### config.mk
export PLATFORM = sky130hd
export DESIGN_NAME = ixu_issue_arb
export DESIGN_NICKNAME = d
export VERILOG_FILES = /design/src/rtl/ixu_issue_arb.sv
export SDC_FILE = /design/constraint.sdc
export NUM_CORES = 1
export LEC_CHECK = 0
export ABC_AREA = 1
export BUFFER_PORTS_ARGS = -buffer_cell sky130_fd_sc_hd__buf_2
export CORE_ASPECT_RATIO = 1.2
export CORE_MARGIN = 4
export CORE_UTILIZATION = 46
export CTS_CLUSTER_DIAMETER = 50
export DETAILED_ROUTE_END_ITERATION = 10
export PLACE_DENSITY = 0.79
export SLEW_MARGIN = 20
export SYNTH_ARGS = -nofsm -noshare
export SYNTH_HDL_FRONTEND = slang
export SYNTH_SLANG_ARGS = --single-unit
### constraint.sdc
create_clock -name clk -period 1.77 [get_ports clk]
set_clock_uncertainty 0.1 [all_clocks]
set_input_delay 0.531 -clock clk [delete_from_list [all_inputs] [get_ports clk]]
set_output_delay 0.531 -clock clk [all_outputs]
set_load 0.02 [all_outputs]
### src/rtl/ixu_issue_arb.sv
`default_nettype none
// ============================================================================
// Module   : ixu_issue_arb
// Purpose  : Two-slot round-robin arbiter feeding a shared integer ALU through
//            a two-stage pipeline: issue register (I) and writeback
//            register (W).
//            The issue stage drives the ALU operands and forward selects.
//            The writeback stage holds the result until the consumer
//            accepts it.
// Ports    : clk, rst_n                    - clock, async active-low reset
//            req_* (2 slots)               - request valid/ready and payload
//            alu_*                         - issue-stage fields to the ALU
//            alu_out                       - combinational ALU result
//            fwd_data                      - forwarded operand (= rsp_data)
//            rsp_*                         - writeback response with ready
//            flush                         - synchronous kill of all in-flight work
// Revision : 1.0  initial release
// ============================================================================
module ixu_issue_arb #(
  parameter int TAG_W = 3
) (
  input  logic                 clk,
  input  logic                 rst_n,
  input  logic [1:0]           req_valid,
  output logic [1:0]           req_ready,
  input  logic [7:0]           req_op,
  input  logic [23:0]          req_imm,
  input  logic [1:0]           req_is_imm,
  input  logic [9:0]           req_rs1,
  input  logic [9:0]           req_rs2,
  input  logic [9:0]           req_rd,
  input  logic [2*TAG_W-1:0]   req_tag,
  output logic [3:0]           alu_op,
  output logic [11:0]          alu_imm,
  output logic                 alu_is_imm,
  output logic [4:0]           alu_rs1,
  output logic [4:0]           alu_rs2,
  output logic                 alu_is_nop,
  output logic                 alu_is_rs1_fwd,
  output logic                 alu_is_rs2_fwd,
  output logic [31:0]          fwd_data,
  input  logic [31:0]          alu_out,
  output logic                 rsp_valid,
  input  logic                 rsp_ready,
  output logic                 rsp_slot,
  output logic [4:0]           rsp_rd,
  output logic [TAG_W-1:0]     rsp_tag,
  output logic [31:0]          rsp_data,
  input  logic                 flush
);

  // Issue-stage registers
  logic             i_valid_q, i_valid_d;
  logic             i_slot_q, i_slot_d;
  logic [3:0]       i_op_q, i_op_d;
  logic [11:0]      i_imm_q, i_imm_d;
  logic             i_is_imm_q, i_is_imm_d;
  logic [4:0]       i_rs1_q, i_rs1_d;
  logic [4:0]       i_rs2_q, i_rs2_d;
  logic [4:0]       i_rd_q, i_rd_d;
  logic [TAG_W-1:0] i_tag_q, i_tag_d;

  // Writeback-stage registers
  logic             w_valid_q, w_valid_d;
  logic             w_slot_q, w_slot_d;
  logic [4:0]       w_rd_q, w_rd_d;
  logic [TAG_W-1:0] w_tag_q, w_tag_d;
  logic [31:0]      w_data_q, w_data_d;

  // Round-robin priority pointer
  logic             ptr_q, ptr_d;

  logic             w_free;
  logic             i_free;
  logic             gnt_slot;
  logic [1:0]       gnt;
  logic             xfer;

  assign w_free = !w_valid_q | rsp_ready;
  assign i_free = !i_valid_q | w_free;

  // Grant is suppressed during reset and flush so nothing is accepted that
  // would be discarded on the next edge.
  always_comb begin
    gnt      = 2'b00;
    gnt_slot = 1'b0;
    if (req_valid == 2'b11) begin
      gnt_slot = ptr_q;
    end else begin
      gnt_slot = req_valid[1];
    end
    if (rst_n && i_free && !flush && (req_valid != 2'b00)) begin
      gnt[gnt_slot] = 1'b1;
    end
  end

  assign req_ready = gnt;
  assign xfer      = |gnt;

  always_comb begin
    ptr_d      = ptr_q;
    i_valid_d  = i_valid_q;
    i_slot_d   = i_slot_q;
    i_op_d     = i_op_q;
    i_imm_d    = i_imm_q;
    i_is_imm_d = i_is_imm_q;
    i_rs1_d    = i_rs1_q;
    i_rs2_d    = i_rs2_q;
    i_rd_d     = i_rd_q;
    i_tag_d    = i_tag_q;
    w_valid_d  = w_valid_q;
    w_slot_d   = w_slot_q;
    w_rd_d     = w_rd_q;
    w_tag_d    = w_tag_q;
    w_data_d   = w_data_q;

    if (xfer) begin
      ptr_d      = ~gnt_slot;
      i_slot_d   = gnt_slot;
      i_op_d     = gnt_slot ? req_op[7:4]           : req_op[3:0];
      i_imm_d    = gnt_slot ? req_imm[23:12]        : req_imm[11:0];
      i_is_imm_d = gnt_slot ? req_is_imm[1]         : req_is_imm[0];
      i_rs1_d    = gnt_slot ? req_rs1[9:5]          : req_rs1[4:0];
      i_rs2_d    = gnt_slot ? req_rs2[9:5]          : req_rs2[4:0];
      i_rd_d     = gnt_slot ? req_rd[9:5]           : req_rd[4:0];
      i_tag_d    = gnt_slot ? req_tag[2*TAG_W-1:TAG_W] : req_tag[TAG_W-1:0];
    end

    if (i_free) begin
      i_valid_d = xfer;
    end

    // W captures whatever I holds; an empty I clears W.
    if (w_free) begin
      w_valid_d = i_valid_q;
      if (i_valid_q) begin
        w_slot_d = i_slot_q;
        w_rd_d   = i_rd_q;
        w_tag_d  = i_tag_q;
        w_data_d = alu_out;
      end
    end

    // A response handshaking in the flush cycle still counts as accepted;
    // only the valids drop, the pointer keeps its value.
    if (flush) begin
      i_valid_d = 1'b0;
      w_valid_d = 1'b0;
    end
  end

  always_ff @(posedge clk or negedge rst_n) begin
    if (!rst_n) begin
      ptr_q      <= 1'b0;
      i_valid_q  <= 1'b0;
      i_slot_q   <= 1'b0;
      i_op_q     <= '0;
      i_imm_q    <= '0;
      i_is_imm_q <= 1'b0;
      i_rs1_q    <= '0;
      i_rs2_q    <= '0;
      i_rd_q     <= '0;
      i_tag_q    <= '0;
      w_valid_q  <= 1'b0;
      w_slot_q   <= 1'b0;
      w_rd_q     <= '0;
      w_tag_q    <= '0;
      w_data_q   <= '0;
    end else begin
      ptr_q      <= ptr_d;
      i_valid_q  <= i_valid_d;
      i_slot_q   <= i_slot_d;
      i_op_q     <= i_op_d;
      i_imm_q    <= i_imm_d;
      i_is_imm_q <= i_is_imm_d;
      i_rs1_q    <= i_rs1_d;
      i_rs2_q    <= i_rs2_d;
      i_rd_q     <= i_rd_d;
      i_tag_q    <= i_tag_d;
      w_valid_q  <= w_valid_d;
      w_slot_q   <= w_slot_d;
      w_rd_q     <= w_rd_d;
      w_tag_q    <= w_tag_d;
      w_data_q   <= w_data_d;
    end
  end

  // Issue-stage fields read as zero when I is empty.
  assign alu_is_nop = !i_valid_q;
  assign alu_op     = i_valid_q ? i_op_q     : 4'd0;
  assign alu_imm    = i_valid_q ? i_imm_q    : 12'd0;
  assign alu_is_imm = i_valid_q ? i_is_imm_q : 1'b0;
  assign alu_rs1    = i_valid_q ? i_rs1_q    : 5'd0;
  assign alu_rs2    = i_valid_q ? i_rs2_q    : 5'd0;

  // Register 0 is hard-wired zero and must never be forwarded.
  assign alu_is_rs1_fwd = i_valid_q & w_valid_q & (i_rs1_q == w_rd_q) & (w_rd_q != 5'd0);
  assign alu_is_rs2_fwd = i_valid_q & w_valid_q & (i_rs2_q == w_rd_q) & (w_rd_q != 5'd0);

  assign rsp_valid = w_valid_q;
  assign rsp_slot  = w_slot_q;
  assign rsp_rd    = w_rd_q;
  assign rsp_tag   = w_tag_q;
  assign rsp_data  = w_data_q;
  assign fwd_data  = w_data_q;

endmodule
`default_nettype wire

==> results.md, run 1 <==
- The run finished, with violations left.
- The final reports fail on negative setup slack.
- The share of synthesized cell area in and, or, nand and nor gates is 0.390.
- For this run, the post-layout net count is 916.
- The die span in y is 114 microns.
- The number of I/O port buffers is 213.
- The via count of the first global-routing pass is 4,282.
- The library cell used as clock root buffer is sky130_fd_sc_hd__clkbuf_8.
- The completed layout was analyzed and its total power is 5.62 mW.
- The number of buffers created by CTS is 9.
- The worst register-to-register path has a setup slack of 0.07 ns.
- The hold violation total from the final report came to 0.
- In this run the tightest slew margin relative to its limit is 0.529.
- STA classifies the critical path endpoint as a primary output.
- In the layout the commonest cells are sky130_fd_sc_hd__nand2_1 (308), sky130_fd_sc_hd__buf_2 (201), sky130_fd_sc_hd__dfrtp_1 (77).
- The signal on the critical path passes through nand2_4 > buf_6 > nor2_4 > nor2_8 > nand2_4 > inv_2 > buf_6.
- Dividing the final minimum period by the clock period gives 1.16.
- The portion of synthesized area spent on multiplexers is 0.
- The number of slew-limit violations in the final report is 0.
- In this run the power density over the cells is 976 mW/mm^2.
- The first global-routing pass estimated 19,800 microns of wire.
- For this block, the via count after detailed routing is 4,428.
- After detailed routing, the average wire length per cell comes to 13.0 microns.
- The cell count after placement is 905.
- The mapped netlist covers 0.00434 sq mm.
- The worst-case IR drop observed on VDD is 0.432 mV.
- The number of buffers and inverters on the critical path is 3.
- In this run the worst path has a maximum fanout of 4.
- The average cell area after synthesis is 7.06 sq um.
- Routability-driven placement finished with a final weighted congestion of 0.898.
- For this design the top-level I/O count stands at 214.
- The area growth from synthesis to layout is 32.9%.
- After the first detailed-routing iteration, the DRC count stood at 235.
- The die covers 0.0110 sq mm.
- Setup repair after global routing could not meet its margin everywhere.
- The leakage power summed over all cells is 3.71 nW.
- The data arrival time of the critical path is 1.42 ns.
- The data required time of the critical path is 1.14 ns.
- The floorplan step defined a core boundary enclosing 0.00913 sq mm.
- The post-synthesis share of cell area spent on xor and xnor gates is 0.
- The maximum number of pins on one net before global-route repair is 81.
- The number of flip-flops and latches in the synthesized netlist is 80.
- The wire length reported by the detailed router is 12,100 microns.
- The capture instance of the worst register-to-register path is i_op_q[3].
- The share of final-layout standard cells stronger than drive strength 1 is 0.360.
- Row generation in the floorplan step produced 38 rows.
- The library cell used most frequently in the layout, excluding fill and tap cells, is sky130_fd_sc_hd__nand2_1.
- The number of nets handed over by synthesis was 722.
- The sequential fraction of the synthesis area is 0.462.
- The synthesized-area fraction occupied by adder cells is 0.
- The clock transition at the register clock pins on the worst setup and hold paths after CTS is 0.08 ns.
- The post-synthesis compound-gate area fraction is 0.00808.
- For this design, the CTS-stage hold fixing added 0 buffers.
- The TritonCTS sink count is 80.
- The number of different library cells in the post-synthesis netlist is 19.
- The initial cell density of the core is 0.475.
- The cell count after synthesis is 614.
- The summed area of non-filler cells in the final layout is 0.00576 sq mm.
- The slowest library cell on the worst path is sky130_fd_sc_hd__dfrtp_2.
- The worst reg2reg path depth is 10.
- The path class of the tightest hold or removal check is input port to async pin.
- The critical path's top delay family is flip-flops.
- The post-detailed-route DRC marker count is 0.
- The initial antenna violation count came to 0.
- Once routing completed, OpenROAD measured the worst setup slack at -0.284 ns.
- After filler insertion, the fill cell instance count of the layout stands at 814.
- The max-cap check violation count is 0.
- The via-per-instance ratio is 4.75.
- The finished layout holds 933 standard cells, fillers aside.
- Once detailed placement completed, the half-perimeter wirelength came to 9060 microns.
- The final critical path time including I/O delays and setup is 2.05 ns.
- In this run the critical register-to-register path is launched from i_valid_q.
- At the pin with the least slew margin, the transition time is 0.707 ns.
- The repair_antennas step left the layout with diodes totalling 0.
- In this run the deepest clock path goes through 2 buffers.
- For the worst-skew pair, the clock arrives at the later sink with an insertion delay of 0.35 ns.
- The delay of the slowest cell on the worst path is 0.42 ns.
- After synthesis, the largest family of logic cells by area is simple AND/OR/NAND/NOR gates.
- The critical path is of the register to primary output type.
- The overall fraction of global-route tracks in use is 0.220.
- During synthesis, Yosys emitted a total of 0 warnings.
- STA classifies the critical path startpoint as a register.
- TritonCTS built the clock tree.
- The placed standard-cell area is 0.00532 sq mm.
- The H-tree depth is 3.
- The setup violation total in the final timing report is 32.
- The post-route antenna net violation count is 0.
- In this run the horizontal extent of the chip is 96.6 microns.
- The total overflow left after global routing is 0.
- The iteration count of the initial detailed-routing pass is 4.
- The achievable frequency is 487 MHz.
==> through the flow <==
stage           util  setup TNS [ns]  setup WS (ns)  hold WS [ns]
3_5_place_dp   0.582          -0.261         -0.134         0.354
4_1_cts        0.613           -6.20         -0.291         0.278
2_1_floorplan      -               0       0.000860         0.135
3_3_place_gp   0.582          -0.243         -0.124         0.353
6_report       0.631           -6.10         -0.284         0.206
5_1_grt        0.631           -8.45         -0.361         0.264
==> power by group <==
| group | total [mW] | internal, mW | switching [mW] | leakage, nW |
|---|---|---|---|---|
| Combinational | 1.84 | 0.677 | 1.16 | 2.61 |
| Clock | 1.36 | 0.723 | 0.642 | 0.101 |
| Sequential | 2.42 | 2.16 | 0.257 | 0.993 |
| Total | 5.62 | 3.56 | 2.06 | 3.71 |
==> cells in the mapped netlist <==
cell type / instances / area, sq um
sky130_fd_sc_hd__nor2_8: 1 / 20.0
sky130_fd_sc_hd__clkbuf_1: 2 / 7.51
sky130_fd_sc_hd__nand2_2: 2 / 12.5
sky130_fd_sc_hd__a21oi_1: 6 / 30.0
sky130_fd_sc_hd__nor2_1: 16 / 60.1
sky130_fd_sc_hd__inv_2: 5 / 18.8
sky130_fd_sc_hd__buf_1: 3 / 11.3
sky130_fd_sc_hd__nand3_1: 71 / 355
sky130_fd_sc_hd__inv_1: 47 / 176
sky130_fd_sc_hd__buf_2: 22 / 110
sky130_fd_sc_hd__buf_6: 3 / 33.8
sky130_fd_sc_hd__nand2_4: 2 / 22.5
sky130_fd_sc_hd__nor2_2: 2 / 12.5
sky130_fd_sc_hd__dfrtp_1: 80 / 2000
sky130_fd_sc_hd__nand4_1: 1 / 6.26
sky130_fd_sc_hd__buf_4: 33 / 248
sky130_fd_sc_hd__nand2_1: 316 / 1190
sky130_fd_sc_hd__o21ai_0: 1 / 5.00
sky130_fd_sc_hd__nand3_4: 1 / 17.5
==> flip-flops by register name, summed over array words and instances (netlist names), 4 cells and up <==
| signal | count |
|---|---|
| i_op_q | 4 |
| i_rs1_q | 5 |
| fwd_data | 32 |
| i_rs2_q | 5 |
| rsp_rd | 5 |
| i_imm_q | 12 |
| i_rd_q | 5 |
==> cell families after synthesis <==
kind of cell,count (synthesis)
and+or+nand+nor,412
buffers and inverters,115
DFF,80
AOI/OAI and AO/OA,7
==> how the worst max path moves through the flow <==
stage / end / startpoint / slack, ns / depth (start not counted)
5_1_grt: alu_is_rs1_fwd / i_rs1_q[2] / -0.36 / 7
6_report: req_ready[0] / i_valid_q / -0.28 / 7
2_1_floorplan: req_ready[0] / req_valid[1] / 0.0009 / 7
3_5_place_dp: req_ready[0] / flush / -0.13 / 7
4_1_cts: alu_is_rs1_fwd / rsp_rd[4] / -0.29 / 7
3_3_place_gp: req_ready[0] / flush / -0.12 / 7
==> metal layers <==
| layer | track usage | up-vias | share of wire | wire length, microns |
|---|---|---|---|---|
| met1 | 0.272 | 2009 | 0.42 | 5080 |
| met2 | 0.376 | 181 | 0.48 | 5850 |
| met5 | 0 | - | 0 | 0 |
| met3 | 0.0451 | 19 | 0.075 | 910 |
| met4 | 0.0955 | 0 | 0.023 | 273 |
| li1 | - | 2219 | - | - |
==> final cells by class <==
| class | instances | area, sq um | share of cell area |
|---|---|---|---|
| repair buffers | 246 | 1420 | 0.247 |
| inverters | 52 | 200 | 0.0347 |
| flip-flops and latches | 80 | 2010 | 0.348 |
| clock inverters | 5 | 55.1 | 0.00955 |
| multi-input cells | 419 | 1780 | 0.308 |
| clock buffers | 11 | 151 | 0.0263 |
| well taps | 120 | 150 | 0.0261 |
==> repair_timing <==
| item | in CTS | in global routing |
|---|---|---|
| endpoints found under the setup margin | 32 | 33 |
| resized for setup | 13 | 35 |
| pin swaps | 7 | 6 |
| hold endpoints to repair | 0 | 0 |
| buffers inserted | 5 | 8 |
No activity file was read; power rests on OpenSTA's default activity.
==> inputs of run 2 (changes only) <==
--- a/config.mk
+++ b/config.mk
@@ -9,10 +9,10 @@
 export BUFFER_PORTS_ARGS = -buffer_cell sky130_fd_sc_hd__buf_2
 export CORE_ASPECT_RATIO = 1.2
 export CORE_MARGIN = 4
-export CORE_UTILIZATION = 46
+export CORE_UTILIZATION = 50
 export CTS_CLUSTER_DIAMETER = 50
 export DETAILED_ROUTE_END_ITERATION = 10
-export PLACE_DENSITY = 0.79
+export PLACE_DENSITY = 0.85
 export SLEW_MARGIN = 20
 export SYNTH_ARGS = -nofsm -noshare
 export SYNTH_HDL_FRONTEND = slang
==> constraint.sdc (replaced) <==
create_clock -name clk -period 2.6 [get_ports clk]
set_clock_uncertainty 0.1 [all_clocks]
set_input_delay 0.78 -clock clk [delete_from_list [all_inputs] [get_ports clk]]
set_output_delay 0.78 -clock clk [all_outputs]
set_load 0.02 [all_outputs]
==> results.md, run 2 (same netlist as run 1, synthesis figures left out) <==
- Result of the run: complete, no violations (was finished with violations).
- In the finished design, the share of the clock period the worst path needs comes to 0.948.
- The worst reg2reg path depth came to 5 (was 10).
- The count of instances resized after the clock tree is built came to 0 (was 13).
- The final global-route overflow total is 0 (unchanged).
- The H-tree depth is 3 (unchanged).
- The number of buffers created by CTS is 9 (unchanged).
- The post-detailed-route DRC marker count came to 0 (unchanged).
- The number of flip-flops in the largest register is 32 (unchanged).
- By instance count, the cell type seen most on the critical path is sky130_fd_sc_hd__inv_1.
- Cell Chain, Critical Path: buf_4 > inv_1 > nor2_2 > nand2_4 > nor2_8 > nand2_1 > inv_1 > buf_2 (was nand2_4 > buf_6 > nor2_4 > nor2_8 > nand2_4 > inv_2 > buf_6).
- RSZ-0062 raised after global routing: no (was yes).
- The overall fraction of global-route tracks in use was 0.236 (was 0.220).
- The wire length reported by the detailed router was 12,000 microns (was 12,100 microns).
- The number of slew-limit violations in the final report came to 0 (unchanged).
- The half-perimeter wire length of the detailed placement result is 9100 microns (was 9060 microns).
- The cts-stage hold buffer count is 0 (unchanged).
- The tightest slew margin relative to the limit is 0.517 (was 0.529).
- The maximum number of pins on one net before global-route repair is 81 (unchanged).
- The number of cells on the worst hold path is 2.
- The data required time of the critical path is 1.72 ns (was 1.14 ns).
- The first-pass GRT wire length was 19,100 microns (was 19,800 microns).
- The TritonCTS sink count was 80 (unchanged).
- The worst flop-to-flop path startpoint is i_valid_q (unchanged).
- The initial antenna violation count is 0 (unchanged).
- The max-cap check violation count came to 0 (unchanged).
- The category of the worst setup path launch point is an input port (was register).
- The transition time at the pin with the least slew margin is 0.724 ns (was 0.707 ns).
- The most common library cell in the layout ignoring fill and taps is sky130_fd_sc_hd__nand2_1 (unchanged).
- The total power is 3.90 mW (was 5.62 mW).
- Static timing analysis puts the maximum clock frequency at 406 MHz.
- The final weighted congestion in routability-driven placement is 0.843 (was 0.898).
- The post-CTS setup buffer count is 0 (was 5).
- The boundary pin count is 214 (unchanged).
- The count of routing violations after the opening detailed-route iteration came to 253 (was 235).
- The diode insertion count for antenna repair is 0 (unchanged).
- The die span in y was 110 microns (was 114 microns).
- The delay of the slowest cell on the worst path is 0.15 ns (was 0.42 ns).
- The synthesis-to-finish area growth was 26.6% (was 32.9%).
- The class of the tightest hold or removal check is register to register (was input port to async pin).
- Commonest cells after routing, fill and taps aside: sky130_fd_sc_hd__nand2_1 (316), sky130_fd_sc_hd__buf_2 (212), sky130_fd_sc_hd__dfrtp_1 (79) (was sky130_fd_sc_hd__nand2_1 (308), sky130_fd_sc_hd__buf_2 (201), sky130_fd_sc_hd__dfrtp_1 (77)).
- The maximum root-to-sink buffer count came to 2 (unchanged).
- The setup violation total in the final timing report is 0 (was 32).
- The detail-routed net length per standard cell is 13.2 microns (was 13.0 microns).
- The data arrival time of the critical path was 1.59 ns (was 1.42 ns).
- The launch instance of the worst min-delay path is rsp_tag[1].
- The placeable core area was 0.00829 sq mm (was 0.00913 sq mm).
- The clock tree from TritonCTS is built (unchanged).
- The worst min-delay path endpoint is rsp_tag[1].
- The post-route antenna net violation count was 0 (unchanged).
- The routed length on met2 came to 6040 microns (was 5850 microns).
- The power density over the cells is 710 mW/mm^2 (was 976 mW/mm^2).
- The library cell used as clock root buffer is sky130_fd_sc_hd__clkbuf_8 (unchanged).
- The via count is 4,378 (was 4,428).
- The iteration count of the initial detailed-routing pass is 4 (unchanged).
- The leakage power summed over all cells is 3.59 nW (was 3.71 nW).
- The slowest library cell on the worst path is sky130_fd_sc_hd__nor2_2 (was sky130_fd_sc_hd__dfrtp_2).
- The initial cell density of the core is 0.523 (was 0.475).
- The number of I/O port buffers is 213 (unchanged).
- The horizontal die dimension is 93.0 microns (was 96.6 microns).
- The insertion delay to the later sink of the worst-skew pair is 0.34 ns (was 0.35 ns).
- The via count of the first global-routing pass is 4,134 (was 4,282).
- The biggest fanout along the worst timing path is 5 (was 4).
- The routed design could run at a clock period as short as 2.47 ns.
- The critical path capture point type is a primary output (unchanged).
- The routed metal-1 wirelength is 4930 microns (was 5080 microns).
- The hold violation total from the final report came to 0 (unchanged).
- The worst voltage drop across the vdd grid was 0.367 mV (was 0.432 mV).
- The number of standard-cell rows in the floorplan is 36 (was 38).
- The highest signal layer in the routed design is met4 (unchanged).
- The total number of nets in the final design is 898 (was 916).
- The setup slack of the worst register-to-register path came to 0.93 ns (was 0.07 ns).
- The start-to-end type of the worst setup path is input port to primary output (was register to primary output).
- The die footprint is 0.0102 sq mm (was 0.0110 sq mm).
- The via-per-instance ratio is 4.82 (was 4.75).
- The amount of wire on met3 after detailed routing is 865 microns (was 910 microns).
- The final-layout setup total negative slack is 0 ns (was -6.10 ns).
- The share of final-layout standard cells stronger than drive strength 1 was 0.323 (was 0.360).
- The capture instance of the worst register-to-register path is rsp_rd[3] (was i_op_q[3]).
- The clock transition at the register clock pins on the worst setup and hold paths after CTS is 0.08 ns (about the same).
run 2: changes by cell type in the layout (fill, tap and decap cells not counted), moves of 5 or more:
| cell | change |
|---|---|
| sky130_fd_sc_hd__buf_2 | +11 |
| sky130_fd_sc_hd__buf_4 | -18 |
| sky130_fd_sc_hd__buf_6 | -7 |
| sky130_fd_sc_hd__inv_1 | +6 |
| sky130_fd_sc_hd__nand2_1 | +8 |
| sky130_fd_sc_hd__nand2_2 | -5 |
run 2: area by class of cell:
| cell class | count | area [sq um] |
|---|---|---|
| inverters | 52 | 195 |
| flip-flops and latches | 80 | 2000 |
| clock buffers | 10 | 128 |
| multi-input cells | 419 | 1730 |
| fillers | 778 | 2800 |
| repair buffers | 228 | 1180 |
| well taps | 114 | 143 |
| clock inverters | 6 | 108 |
run 2: layer usage:
layer  global-route usage  vias to the layer above
li1                     -                     2180
met1                0.295                     1997
met2                0.422                      187
met3               0.0292                       14
met4               0.0859                        0
met5                    0                        -
run 2: worst max-delay path by stage:
stage,depth (start not counted),endpoint,start
2_1_floorplan,5,req_ready[0],req_valid[1]
3_5_place_dp,8,req_ready[1],rst_n
5_1_grt,8,req_ready[1],rst_n
4_1_cts,8,req_ready[1],rst_n
3_3_place_gp,8,req_ready[1],rst_n
6_report,8,req_ready[0],rst_n
run 2: report_power, final:
part | total (mW) | switching (mW) | internal (mW)
registers | 1.64 | 0.172 | 1.47
clock network | 1.07 | 0.435 | 0.635
logic | 1.18 | 0.777 | 0.408
total | 3.90 | 1.38 | 2.51
run 2: critical path, delay by kind of cell:
family	cells	cell delay, ns
buf+inv	4	0.37
simple gates	4	0.44
run 2: metrics by stage:
step | worst slack, ns | std cells | utilization | hold slack (ns) | cell area, sq um
floorplan | 0.238 | 614 | - | 0.343 | 4340
global placement | 0.157 | 893 | 0.633 | 0.350 | 5250
CTS | 0.146 | 909 | 0.662 | 0.375 | 5490
finish | 0.135 | 909 | 0.662 | 0.371 | 5490
global route | 0.0669 | 909 | 0.662 | 0.411 | 5490
detailed placement | 0.156 | 893 | 0.633 | 0.354 | 5250
==> inputs of run 3 (changes only) <==
--- a/config.mk
+++ b/config.mk
@@ -13,6 +13,7 @@
 export CTS_CLUSTER_DIAMETER = 50
 export DETAILED_ROUTE_END_ITERATION = 10
 export PLACE_DENSITY = 0.85
+export SETUP_SLACK_MARGIN = 0.3
 export SLEW_MARGIN = 20
 export SYNTH_ARGS = -nofsm -noshare
 export SYNTH_HDL_FRONTEND = slang
==> results.md, run 3 (same netlist as run 1, synthesis figures left out) <==
- The portion of the clock cycle consumed by the worst path in the final layout is 0.901 (was 0.948).
- The tightest slew margin relative to the limit is 0.687 (was 0.517).
- The initial cell density of the core is 0.523 (unchanged).
- The critical path capture point type is a primary output (unchanged).
- The transition time at the pin with the least slew margin came to 0.470 ns (was 0.724 ns).
- The leakage power summed over all cells is 3.67 nW (was 3.59 nW).
- The cts-stage hold buffer count is 0 (unchanged).
- The H-tree depth is 3 (unchanged).
- The wire length reported by the detailed router came to 12,900 microns (was 12,000 microns).
- The hold violation total from the final report is 0 (unchanged).
- The total number of nets in the final design is 910 (was 898).
- The count of routing violations after the opening detailed-route iteration came to 265 (was 253).
- The via count of the first global-routing pass is 4,350 (was 4,134).
- The placeable core area was 0.00829 sq mm (unchanged).
- The TritonCTS sink count is 80 (unchanged).
- The data arrival time of the critical path is 1.46 ns (was 1.59 ns).
- The utilization after layout was 0.689 (was 0.662).
- The die span in y was 110 microns (unchanged).
- The insertion delay to the later sink of the worst-skew pair was 0.35 ns (was 0.34 ns).
- The start-to-end type of the worst setup path is input port to primary output (unchanged).
- The final weighted congestion in routability-driven placement came to 0.798 (was 0.843).
- The category of the worst setup path launch point is an input port (unchanged).
- The placed standard-cell area came to 0.00522 sq mm (was 0.00525 sq mm).
- Result of the run: complete, no violations (unchanged).
- The class of the tightest hold or removal check is input port to async pin (was register to register).
- The setup violation total in the final timing report is 0 (unchanged).
- The achievable frequency is 427 MHz (was 406 MHz).
- The delay of the slowest cell on the worst path is 0.14 ns (was 0.15 ns).
- The final critical path time including I/O delays and setup is 2.34 ns (was 2.47 ns).
- The biggest fanout along the worst timing path is 3 (was 5).
- The most common library cell in the layout ignoring fill and taps is sky130_fd_sc_hd__nand2_1 (unchanged).
- RSZ-0062 raised after global routing: yes (was no).
- The synthesis-to-finish area growth is 31.6% (was 26.6%).
- The buffering stage count on the worst path with inverters included was 3 (was 4).
- The number of buffers created by CTS is 9 (unchanged).
- The die footprint was 0.0102 sq mm (unchanged).
- The detail-routed net length per standard cell is 14.0 microns (was 13.2 microns).
- Cell Chain, Critical Path: buf_8 > nor2_4 > nand2_4 > nor2_8 > nand2_2 > inv_2 > buf_6 (was buf_4 > inv_1 > nor2_2 > nand2_4 > nor2_8 > nand2_1 > inv_1 > buf_2).
- The worst flop-to-flop path startpoint is i_valid_q (unchanged).
- The first-pass GRT wire length is 19,900 microns (was 19,100 microns).
- The slowest library cell on the worst path is sky130_fd_sc_hd__nor2_8 (was sky130_fd_sc_hd__nor2_2).
- The power density over the cells is 696 mW/mm^2 (was 710 mW/mm^2).
- The horizontal die dimension is 93.0 microns (unchanged).
- The worst setup margin is 0.256 ns (was 0.135 ns).
- The number of I/O port buffers came to 213 (unchanged).
- The worst voltage drop across the vdd grid is 0.341 mV (was 0.367 mV).
- The number of standard-cell rows in the floorplan is 36 (unchanged).
- The maximum root-to-sink buffer count is 2 (unchanged).
- The clock tree from TritonCTS is built (unchanged).
- The final-layout setup total negative slack is 0 ns (unchanged).
- The diode insertion count for antenna repair came to 0 (unchanged).
- The summed area of non-filler cells in the final layout is 0.00571 sq mm (was 0.00549 sq mm).
- The library cell used as clock root buffer is sky130_fd_sc_hd__clkbuf_8 (unchanged).
- The initial antenna violation count is 0 (unchanged).
- The max-cap check violation count is 0 (unchanged).
- The iteration count of the initial detailed-routing pass came to 4 (unchanged).
- The overall fraction of global-route tracks in use came to 0.246 (was 0.236).
- The half-perimeter wire length of the detailed placement result was 9150 microns (was 9100 microns).
- Commonest cells after routing, fill and taps aside: sky130_fd_sc_hd__nand2_1 (311), sky130_fd_sc_hd__buf_2 (206), sky130_fd_sc_hd__dfrtp_1 (77) (was sky130_fd_sc_hd__nand2_1 (316), sky130_fd_sc_hd__buf_2 (212), sky130_fd_sc_hd__dfrtp_1 (79)).
- The via-per-instance ratio is 4.86 (was 4.82).
- The post-route antenna net violation count came to 0 (unchanged).
- The boundary pin count is 214 (unchanged).
- The critical path's top delay family is simple AND/OR/NAND/NOR gates (unchanged).
- The maximum number of pins on one net before global-route repair came to 81 (unchanged).
- The post-detailed-route DRC marker count is 0 (unchanged).
- The via count was 4,474 (was 4,378).
- The number of slew-limit violations in the final report is 0 (unchanged).
- The pre-CTS setup slack came to 0.101 ns (was 0.156 ns).
- The share of final-layout standard cells stronger than drive strength 1 was 0.354 (was 0.323).
- The clock transition at the register clock pins on the worst setup and hold paths after CTS is 0.09 ns (was 0.08 ns).
- The number of flip-flops in the largest register is 32 (unchanged).
- The data required time of the critical path is 1.72 ns (about the same).
- The timing startpoint of the critical path is flush (was rst_n).
- The final global-route overflow total is 0 (unchanged).
run 3: where the power goes:
group / switching (mW) / internal (mW) / total (mW)
logic: 0.819 / 0.462 / 1.28
clock network: 0.448 / 0.596 / 1.04
registers: 0.177 / 1.47 / 1.65
run 3: cell type report:
class | instances | area, sq um
Timing Repair Buffer | 240 | 1370
Clock buffer | 12 | 155
Fill cell | 753 | 2580
Tap cell | 114 | 143
Multi-Input combinational cell | 419 | 1760
Sequential cell | 80 | 2010
Inverter | 52 | 198
Clock inverter | 4 | 76.3
run 3: routing by layer:
layer | share of wire | global-route usage | vias up
met5 | 0 | 0 | -
met4 | 0.019 | 0.0901 | 0
met3 | 0.067 | 0.0428 | 25
met2 | 0.52 | 0.459 | 188
met1 | 0.39 | 0.283 | 2061
li1 | - | - | 2200
run 3: what timing repair did:
item / 4_1_cts / 5_1_grt
gates resized for setup: 21 / 12
cloned: 0 / 1
buffers inserted: 8 / 7
pin swaps: 11 / 10
endpoints found under the setup margin: 32 / 27
run 3: final timing paths:
path                                 to  slack, ns  cells past startpoint
hold reg to reg              rsp_tag[2]       0.38                      2
hold / removal             fwd_data[13]       0.31                      2
setup / recovery           req_ready[0]       0.26                      7
setup reg to reg              i_rd_q[1]       1.05                      6
max in group asynchronous     i_valid_q       1.48                      3
min in group clk             rsp_tag[2]       0.38                      2
run 3: through the flow:
stage	std cells	power, mW	hold WS (ns)
2_1_floorplan	614	2.50	0.343
3_3_place_gp	888	2.82	0.352
3_5_place_dp	888	2.87	0.360
4_1_cts	912	3.96	0.381
5_1_grt	921	4.21	0.319
6_report	921	3.97	0.313
